**config.mk**
```make
export PLATFORM = sky130hd
export DESIGN_NAME = axbtb_write_scheduler
export DESIGN_NICKNAME = d
export VERILOG_FILES = /design/src/rtl/axbtb_write_scheduler_pkg.sv /design/src/rtl/axbtb_write_scheduler_replay_queue.sv /design/src/rtl/axbtb_write_scheduler.sv
export SDC_FILE = /design/constraint.sdc
export NUM_CORES = 1
export LEC_CHECK = 0
export ABC_AREA = 1
export BUFFER_PORTS_ARGS = -buffer_cell sky130_fd_sc_hd__buf_2
export CAP_MARGIN = 20
export CELL_PAD_IN_SITES_DETAIL_PLACEMENT = 1
export CELL_PAD_IN_SITES_GLOBAL_PLACEMENT = 2
export CORE_ASPECT_RATIO = 0.8
export CORE_UTILIZATION = 34
export DETAILED_ROUTE_END_ITERATION = 8
export PLACE_DENSITY_LB_ADDON = 0.1
export SYNTH_ARGS = -nofsm -noshare
export SYNTH_HDL_FRONTEND = slang
export SYNTH_SLANG_ARGS = --single-unit
```
**constraint.sdc**
```tcl
create_clock -name clk -period 5.28 [get_ports clk]
set_input_delay 1.056 -clock clk [delete_from_list [all_inputs] [get_ports clk]]
set_output_delay 1.056 -clock clk [all_outputs]
set_load 0.01 [all_outputs]
```
**src/rtl/axbtb_write_scheduler_pkg.sv**
```systemverilog
// Shared fetch-unit types for the approximate-branch BTB.
// Write request bundle, scheduler states and bank extraction.
package FetchUnitTypes;

  localparam int AXBTB_ENTRY_NUM = 1024;
  localparam int AXBTB_IDX_W     = $clog2(AXBTB_ENTRY_NUM);
  localparam int AXBTB_ENTRY_W   = 32;

  typedef logic [0:0] AXBTB_SchedState;
  localparam AXBTB_SchedState INIT = 1'b0;
  localparam AXBTB_SchedState RUN  = 1'b1;

  typedef struct packed {
    logic [AXBTB_IDX_W-1:0]   idx;
    logic [AXBTB_ENTRY_W-1:0] data;
  } AXBTB_WriteReq;

  // bankNum is a power of two, so the bank is the low index bits
  function automatic int unsigned axbtbBank(
    input logic [31:0] idx,
    input int unsigned bankNum
  );
    return idx & (bankNum - 1);
  endfunction

endpackage

```
**src/rtl/axbtb_write_scheduler_replay_queue.sv**
```systemverilog
// Circular replay FIFO for bank-conflict losers.
// Pointers carry an extra MSB so count separates full from empty.
module axbtb_replay_queue #(
  parameter int W     = 42,
  parameter int DEPTH = 8,
  localparam int AW   = $clog2(DEPTH)
) (
  input  logic          clk,
  input  logic          rst,
  input  logic          clear,
  input  logic          push,
  input  logic [W-1:0]  pushData,
  input  logic          pop,
  output logic [W-1:0]  head,
  output logic [AW:0]   count
);

  logic [W-1:0] mem [DEPTH];
  logic [AW:0]  hPtr;
  logic [AW:0]  tPtr;

  assign head  = mem[hPtr[AW-1:0]];
  assign count = tPtr - hPtr;

  always_ff @(posedge clk or negedge rst) begin
    if (!rst) begin
      hPtr <= '0;
      tPtr <= '0;
    end else if (clear) begin
      hPtr <= '0;
      tPtr <= '0;
    end else begin
      if (push) tPtr <= tPtr + 1'b1;
      if (pop)  hPtr <= hPtr + 1'b1;
    end
  end

  // full push with a same-cycle pop lands in the slot being vacated
  always_ff @(posedge clk) begin
    if (push && !clear) mem[tPtr[AW-1:0]] <= pushData;
  end

endmodule

```
**src/rtl/axbtb_write_scheduler.sv**
```systemverilog
// BTB write-port scheduler: bank arbitration, replay and init sweep.
// Lower ports win their bank; one loser per cycle goes to replay.
module axbtb_write_scheduler
  import FetchUnitTypes::*;
#(
  parameter int WRITE_NUM  = 2,
  parameter int ENTRY_NUM  = AXBTB_ENTRY_NUM,
  parameter int BANK_NUM   = 2,
  parameter int ENTRY_W    = AXBTB_ENTRY_W,
  parameter int QUEUE_SIZE = 8,
  localparam int IDX_W     = $clog2(ENTRY_NUM),
  localparam int CNT_W     = $clog2(QUEUE_SIZE) + 1
) (
  input  logic                               clk,
  input  logic                               rst,
  input  logic                               flushReq,
  input  logic [WRITE_NUM-1:0]               reqValid,
  input  logic [WRITE_NUM-1:0][IDX_W-1:0]    reqIdx,
  input  logic [WRITE_NUM-1:0][ENTRY_W-1:0]  reqData,
  output logic [WRITE_NUM-1:0]               we,
  output logic [WRITE_NUM-1:0][IDX_W-1:0]    wa,
  output logic [WRITE_NUM-1:0][ENTRY_W-1:0]  wv,
  output logic                               busy,
  output logic [CNT_W-1:0]                   qCount,
  output logic [15:0]                        dropCnt
);

  localparam int BW = (BANK_NUM > 1) ? $clog2(BANK_NUM) : 1;
  localparam int QW = IDX_W + ENTRY_W;
  localparam logic [IDX_W-1:0] LAST = IDX_W'(ENTRY_NUM - 1);
  localparam logic [CNT_W-1:0] QFULL = CNT_W'(QUEUE_SIZE);

  AXBTB_SchedState state;
  logic [IDX_W-1:0] sweepIdx;

  logic [WRITE_NUM-1:0][BW-1:0] reqBank;
  logic [QW-1:0]      qHead;
  logic [IDX_W-1:0]   headIdx;
  logic [BW-1:0]      headBank;
  logic               qEmpty;
  logic               qFull;

  logic [WRITE_NUM-1:0]              weN;
  logic [WRITE_NUM-1:0][IDX_W-1:0]   waN;
  logic [WRITE_NUM-1:0][ENTRY_W-1:0] wvN;
  logic [BANK_NUM-1:0]  bankUsed;
  logic [WRITE_NUM-1:0] granted;
  logic                 loserSeen;
  logic                 pushEn;
  logic [QW-1:0]        pushData;
  logic                 popEn;
  logic [15:0]          dropInc;
  logic [16:0]          dropSum;

  always_comb begin
    for (int i = 0; i < WRITE_NUM; i++) begin
      reqBank[i] = BW'(axbtbBank(32'(reqIdx[i]), BANK_NUM));
    end
  end

  assign headIdx  = qHead[QW-1:ENTRY_W];
  assign headBank = BW'(axbtbBank(32'(headIdx), BANK_NUM));
  assign qEmpty   = (qCount == '0);
  assign qFull    = (qCount == QFULL);

  always_comb begin
    weN       = '0;
    waN       = '0;
    wvN       = '0;
    bankUsed  = '0;
    granted   = '0;
    loserSeen = 1'b0;
    pushEn    = 1'b0;
    pushData  = '0;
    popEn     = 1'b0;
    dropInc   = '0;
    if (state == INIT || flushReq) begin
      for (int i = 0; i < WRITE_NUM; i++) begin
        dropInc += 16'(reqValid[i]);
      end
      if (state == RUN) dropInc += 16'(qCount);
      if (state == INIT && !flushReq) begin
        weN[0] = 1'b1;
        waN[0] = sweepIdx;
      end
    end else begin
      for (int i = 0; i < WRITE_NUM; i++) begin
        if (reqValid[i]) begin
          if (!bankUsed[reqBank[i]]) begin
            bankUsed[reqBank[i]] = 1'b1;
            granted[i] = 1'b1;
            weN[i]     = 1'b1;
            waN[i]     = reqIdx[i];
            wvN[i]     = reqData[i];
          end else if (!loserSeen) begin
            loserSeen = 1'b1;
            pushData  = {reqIdx[i], reqData[i]};
          end else begin
            dropInc += 16'd1;
          end
        end
      end
      // replay only on a free port whose bank no new write claimed
      if (!qEmpty && !bankUsed[headBank]) begin
        for (int i = 0; i < WRITE_NUM; i++) begin
          if (!granted[i] && !popEn) begin
            popEn  = 1'b1;
            weN[i] = 1'b1;
            waN[i] = headIdx;
            wvN[i] = qHead[ENTRY_W-1:0];
          end
        end
      end
      if (loserSeen) begin
        if (!qFull || popEn) pushEn = 1'b1;
        else dropInc += 16'd1;
      end
    end
  end

  assign dropSum = {1'b0, dropCnt} + {1'b0, dropInc};

  always_ff @(posedge clk or negedge rst) begin
    if (!rst) begin
      state    <= INIT;
      sweepIdx <= '0;
      busy     <= 1'b1;
      we       <= '0;
      wa       <= '0;
      wv       <= '0;
      dropCnt  <= '0;
    end else begin
      we      <= weN;
      wa      <= waN;
      wv      <= wvN;
      dropCnt <= dropSum[16] ? 16'hFFFF : dropSum[15:0];
      if (flushReq) begin
        state    <= INIT;
        sweepIdx <= '0;
        busy     <= 1'b1;
      end else if (state == INIT) begin
        sweepIdx <= sweepIdx + 1'b1;
        if (sweepIdx == LAST) begin
          state <= RUN;
          busy  <= 1'b0;
        end
      end
    end
  end

  axbtb_replay_queue #(
    .W     (QW),
    .DEPTH (QUEUE_SIZE)
  ) u_queue (
    .clk      (clk),
    .rst      (rst),
    .clear    (flushReq || state == INIT),
    .push     (pushEn),
    .pushData (pushData),
    .pop      (popEn),
    .head     (qHead),
    .count    (qCount)
  );

endmodule

```
==> flow_metrics.tcl, run 1 <==
set metrics [dict create \
    stdcell_count 3039 \
    placementRows 79 \
    fin_crit_sh_pct 84.82 \
    leakage_nw 10.35 \
    numCtsBuffers 50 \
    min_path_type "flip-flop to flip-flop" \
    fin_area_um2 23670 \
    min_period_ps 4478 \
    finalHoldViolCount 0 \
    pwr_density_cell_nw_per_um2 326.5 \
    worst_slew_pin_slew_ps 1078 \
    worstRegToRegCells 18 \
    synthArstFlopShare_pct 26.64 \
    filler_cell_count 6583 \
    slew_viol_final 0 \
    place_ws_ps 644.6 \
    power_mw 7.728 \
    die_w_um 275.5 \
    final_util_pct 40.38 \
    reg2reg_slack_ps 800 \
    antenna_left 0 \
    ctsHoldBuffers 0 \
    path_clk_slew_ps 60 \
    maxCapViolCount 0 \
    cts_resized 0 \
    setup_viol 0 \
    cts_sinks 458 \
    synth_area_leaders "edfxtp_1 (50%), dfrtp_1 (15%), nand2_1 (13%), nand3_1 (5.3%), o21ai_0 (2.9%)" \
    grt_pass1_vias 15880 \
    r2r-end "dropCnt[9]" \
    place.gp.congestion 0.7699 \
    portBuffers 195 \
    dp_cells 2946 \
    grt_max_degree 83 \
    grt_first_pass_wirelength_mm 97.23 \
    dieArea_um2 60840 \
    drcViolationCount 0 \
    yosys.cell_types.count 44 \
    core_area_um2 58620 \
    crit_arrival_ps 4970 \
    ys.warnings.count 0 \
    synth_common_cells "nand2_1 (712), edfxtp_1 (336), nand3_1 (216)" \
    diodes 0 \
    grt_usage_pct 21.02 \
    holdWs_ps 490.7 \
    dp_hpwl_mm 37.25 \
    multi_input_area_um2 6127 \
    wire_per_inst_um 20.88 \
    antenna_found_initial 3 \
    synth_cells 2064 \
    ios 196 \
    drt_iter0_drc 858 \
    reg2reg_from "u_queue.hPtr[0]" \
    startpoint "u_queue.hPtr[0]" \
    layout_setup_ws_ps 801.5 \
    layout-area-overhead-vs-synth_pct 16.31 \
    syn-cell-area_um2 20350 \
    start_util_pct 34.72 \
    cp.required_ps 5770 \
    final_nets 2335 \
    synth_ff_type "edfxtp_1" \
    register_area_um2 13150 \
    synthesis.nets 2170 \
    place_area_um2 22090 \
    clk_latency_ps 590 \
    hold-path-cell-count 2 \
    status "finished, final reports clean" \
    cts_max_path_buffers 3 \
    clock_skew_ps 25.27 \
    hold_start "busy" \
    max_slew_margin_pct 27.87 \
    grt-ovfl-total 0 \
    viasPerCell 5.000 \
    fp.dieH_um 220.8 \
    rsz0062_at_grt "false" \
    synth_top_cell_by_area "edfxtp_1" \
    dr.pass1.iters 5 \
    crit_type "flip-flop to flip-flop" \
    yosysMostFrequentCell "nand2_1" \
    syn_area_per_cell_um2 9.859 \
    critPathLaunchType "flip-flop" \
    path_max_fanout 34 \
    ys_seq_area_share_pct 64.59 \
    fmax_ghz 0.2233 \
    vias 15200 \
    synth_edf_count 336 \
    clockRootBuffer "clkbuf_16" \
    holdPathEnd "busy" \
    setup-tns-final_ps 0 \
    cts_tree "built" \
    synth_top_area_share_pct 49.58 \
    synth-seq-cells 458 \
    route.final.wire_length_mm 63.46 \
    cts_setup_buffers 0 \
    ir_drop_mv 0.2275 \
    worst_setup_path_end_kind "flip-flop" \
    layout-drive-gt1-share_pct 15.77 \
    ctsHtreeMaxLevel 2 \
]
[per-layer routing]
layer / global-route usage, % / part of all wire, % / up-vias
li1: - / - / 7183
met1: 29.18 / 48 / 7649
met2: 33.82 / 46 / 265
met3: 3.147 / 3.8 / 97
met4: 6.345 / 2.8 / 2
met5: 0 / 0.027 / -
[layout make-up]
| cell class | count | area share [%] |
|---|---|---|
| Clock buffer | 69 | 5.762 |
| Sequential cell | 458 | 55.56 |
| Tap cell | 769 | 4.065 |
| Clock inverter | 24 | 0.9093 |
| Multi-Input combinational cell | 1342 | 25.89 |
| Timing Repair Buffer | 232 | 5.482 |
| Inverter | 145 | 2.337 |
[flip-flops by register name, indices dropped and copies added (netlist names)]
register	cells
u_queue.mem	336
sweepIdx	10
busy	1
u_queue.tPtr	4
dropCnt	16
wv	64
wa	20
state	1
we	2
u_queue.hPtr	4
[where the power goes]
part | internal, mW | total [mW] | switching, mW
logic | 0.131 | 0.366 | 0.234
registers | 3.87 | 3.91 | 0.0413
clock network | 2.00 | 3.45 | 1.46
[cell usage in the layout, fill, tap and decap left out, types with 3 or more instances in the layout]
cell / instances
clkinv_2: 13
edfxtp_1: 336
dfrtp_1: 119
buf_2: 194
xnor2_1: 4
nor2_4: 10
clkbuf_16: 51
nor2_1: 114
nor3_1: 12
inv_1: 139
buf_4: 34
or2_2: 3
a211oi_1: 3
clkbuf_1: 16
nand3_1: 216
clkinv_1: 7
xor2_1: 5
a21oi_2: 10
fa_1: 3
bufinv_16: 4
a21oi_1: 55
ha_1: 14
o21ai_0: 117
nand2_1: 712
nand3_2: 15
buf_12: 3
nand2_2: 4
nand4_1: 9
inv_2: 3
o21ai_1: 21
[worst max-delay path by stage]
| stage | slack (ps) | to | depth (start not counted) |
|---|---|---|---|
| 3_5_place_dp | 640 | dropCnt[5] | 20 |
| 5_1_grt | 250 | dropCnt[10] | 18 |
| 3_3_place_gp | 870 | dropCnt[13] | 15 |
| 6_report | 800 | dropCnt[9] | 18 |
| 4_1_cts | 750 | dropCnt[10] | 18 |
| 2_1_floorplan | 950 | u_queue.mem[0][0] | 11 |
[logic make-up after synthesis]
| group | after synthesis | synth area share, % |
|---|---|---|
| adder cells (fa/ha/maj) | 17 | 1.156 |
| XOR/XNOR | 9 | 0.3874 |
| flip-flops | 458 | 64.59 |
| AND/OR/NAND/NOR | 1102 | 22.64 |
| AO/OA/AOI/OAI | 214 | 5.577 |
| buffers and inverters | 264 | 5.645 |
[critical path, stage by stage (launching register included)]
cell,delay (ps)
dfrtp_4,700
ha_1,230
inv_1,60
fa_1,490
inv_1,110
nand2_1,60
nor2_1,190
nand3_1,300
o22ai_1,290
ha_1,260
fa_1,220
nand3_1,110
nand2_1,80
nand2_1,60
nand2_1,110
nand3_1,140
nor2_1,280
nand3_1,460
nand3_1,230
(Power assumes the default switching activity.)
==> inputs of run 2 (changes only) <==
CORE_UTILIZATION = 38   (was 34)
clock period = 4.4 ns   (was 5.28 ns; I/O delays follow)
==> flow_metrics.tcl, run 2 (synthesis gave the netlist of run 1 again) <==
set metrics [dict create \
    drt_iter0_drc 943 \
    pwr_density_cell_nw_per_um2 405.3 \
    dr.pass1.iters 7 \
    filler_cell_count 5901 \
    min_period_ps 3998 \
    critPathLaunchType "flip-flop" \
    reg2reg_from "u_queue.tPtr[0]" \
    cts_max_path_buffers 3 \
    violations "DRC" \
    path_max_fanout 13 \
    r2r-end "dropCnt[9]" \
    reg2reg_slack_ps 400 \
    layout-drive-gt1-share_pct 16.36 \
    antenna_found_initial 4 \
    ios 196 \
    place_area_um2 22040 \
    clockRootBuffer "clkbuf_16" \
    cts_tree "built" \
    multi_input_area_um2 6132 \
    viasPerCell 5.140 \
    register_area_um2 13150 \
    cts_setup_buffers 0 \
    cts_sinks 458 \
    clock_skew_ps 21.62 \
    maxCapViolCount 0 \
    start_util_pct 38.65 \
    fin_crit_sh_pct 90.87 \
    final_cell_mix "nand2_1 (712), edfxtp_1 (336), nand3_1 (215), buf_2 (194), inv_1 (139)" \
    layout_setup_ws_ps 401.6 \
    grt_first_pass_wirelength_mm 95.65 \
    place_ws_ps -33.81 \
    grt_usage_pct 23.11 \
    crit_type "flip-flop to flip-flop" \
    worst_slew_pin_slew_ps 1016 \
    wire_per_inst_um 20.76 \
    portBuffers 195 \
    status "complete, but fails checks" \
    min_path_type "input pin to asynchronous set/reset pin" \
    route.final.wire_length_mm 61.60 \
    leakage_nw 10.46 \
    core_area_um2 52640 \
    path_clk_slew_ps 70 \
    max_slew_margin_pct 31.78 \
    die_w_um 260.7 \
    vias 15250 \
    dieArea_um2 54480 \
    ctsHtreeMaxLevel 2 \
    worstRegToRegCells 16 \
    layout-area-overhead-vs-synth_pct 17.00 \
    grt-ovfl-total 0 \
    finalHoldViolCount 0 \
    slew_viol_final 0 \
    grt_max_degree 86 \
    cp.required_ps 4920 \
    dp_hpwl_mm 36.99 \
    fin_area_um2 23810 \
    ir_drop_mv 0.2548 \
    fp.dieH_um 209.0 \
    worst_setup_path_end_kind "flip-flop" \
    place.gp.congestion 0.7939 \
    fmax_ghz 0.2501 \
    clk_latency_ps 610 \
    antenna_left 0 \
    diodes 0 \
    largest_register_ffs 336 \
    mostFrequentLayoutCell "nand2_1" \
    grt_pass1_vias 15940 \
    setup_viol 0 \
    placementRows 75 \
    numCtsBuffers 50 \
    final_nets 2339 \
    rsz0062_at_grt "false" \
    crit_arrival_ps 4520 \
    drcViolationCount 7 \
]
[run 2: layout make-up]
type                       instances  area share (%)
clock buffer                      53           5.392
clock inverter                    40           1.929
inverter                         145           2.318
multi-input combinational       1342           25.76
sequential                       458           55.23
tap                              693           3.642
timing repair buffer             236           5.734
[run 2: power breakdown]
group,switching (mW),total [mW],internal (mW)
logic,0.286,0.447,0.160
clock network,1.81,4.51,2.70
registers,0.0519,4.69,4.64
total,2.15,9.65,7.50
[run 2: layer usage]
metal	part of all wire (%)	GRT usage, %
met1	48	33.08
met2	46	36.19
met3	4.3	4.270
met4	2.0	5.626
met5	0.067	0
[run 2: per-stage QoR]
step / total power [mW] / utilization (%) / cells / hold slack, ps / setup TNS (ps)
3_3_place_gp: 5.214 / 41.88 / 2872 / 491.0 / 0
5_1_grt: 9.977 / 45.22 / 2967 / 348.1 / 0
6_report: 9.650 / 45.22 / 2967 / 306.9 / 0
4_1_cts: 9.764 / 45.19 / 2965 / 322.9 / 0
3_5_place_dp: 5.232 / 41.88 / 2872 / 488.1 / -70.94
2_1_floorplan: 5.017 / - / 2064 / 448.9 / 0
[run 2: worst max-delay path, cell delays in order, from the launching register on]
cell and delay [ps]:
dfrtp_1 440, inv_1 110, ha_1 160, inv_1 60, fa_1 550, inv_1 90
fa_1 430, a211oi_1 440, fa_1 300, nand3_1 120, nand2_1 90, nand2_1 70
nand2_1 110, nand3_1 130, nor2_1 310, nand3_2 330, nand3_1 190
[run 2: how the worst max path moves through the flow]
stage | from | to | slack, ps
after floorplan | u_queue.hPtr[2] | u_queue.mem[0][0] | 70
after global routing | u_queue.tPtr[0] | dropCnt[8] | 60
after global placement | reqValid[0] | dropCnt[13] | 130
after detailed placement | reqValid[0] | dropCnt[9] | -30
final | u_queue.tPtr[0] | dropCnt[9] | 400
after CTS | u_queue.tPtr[0] | dropCnt[9] | 190
[run 2: repair_timing]
item	4_1_cts	5_1_grt
setup endpoints to repair	0	13
gates resized for setup	0	1
hold buffers	0	0
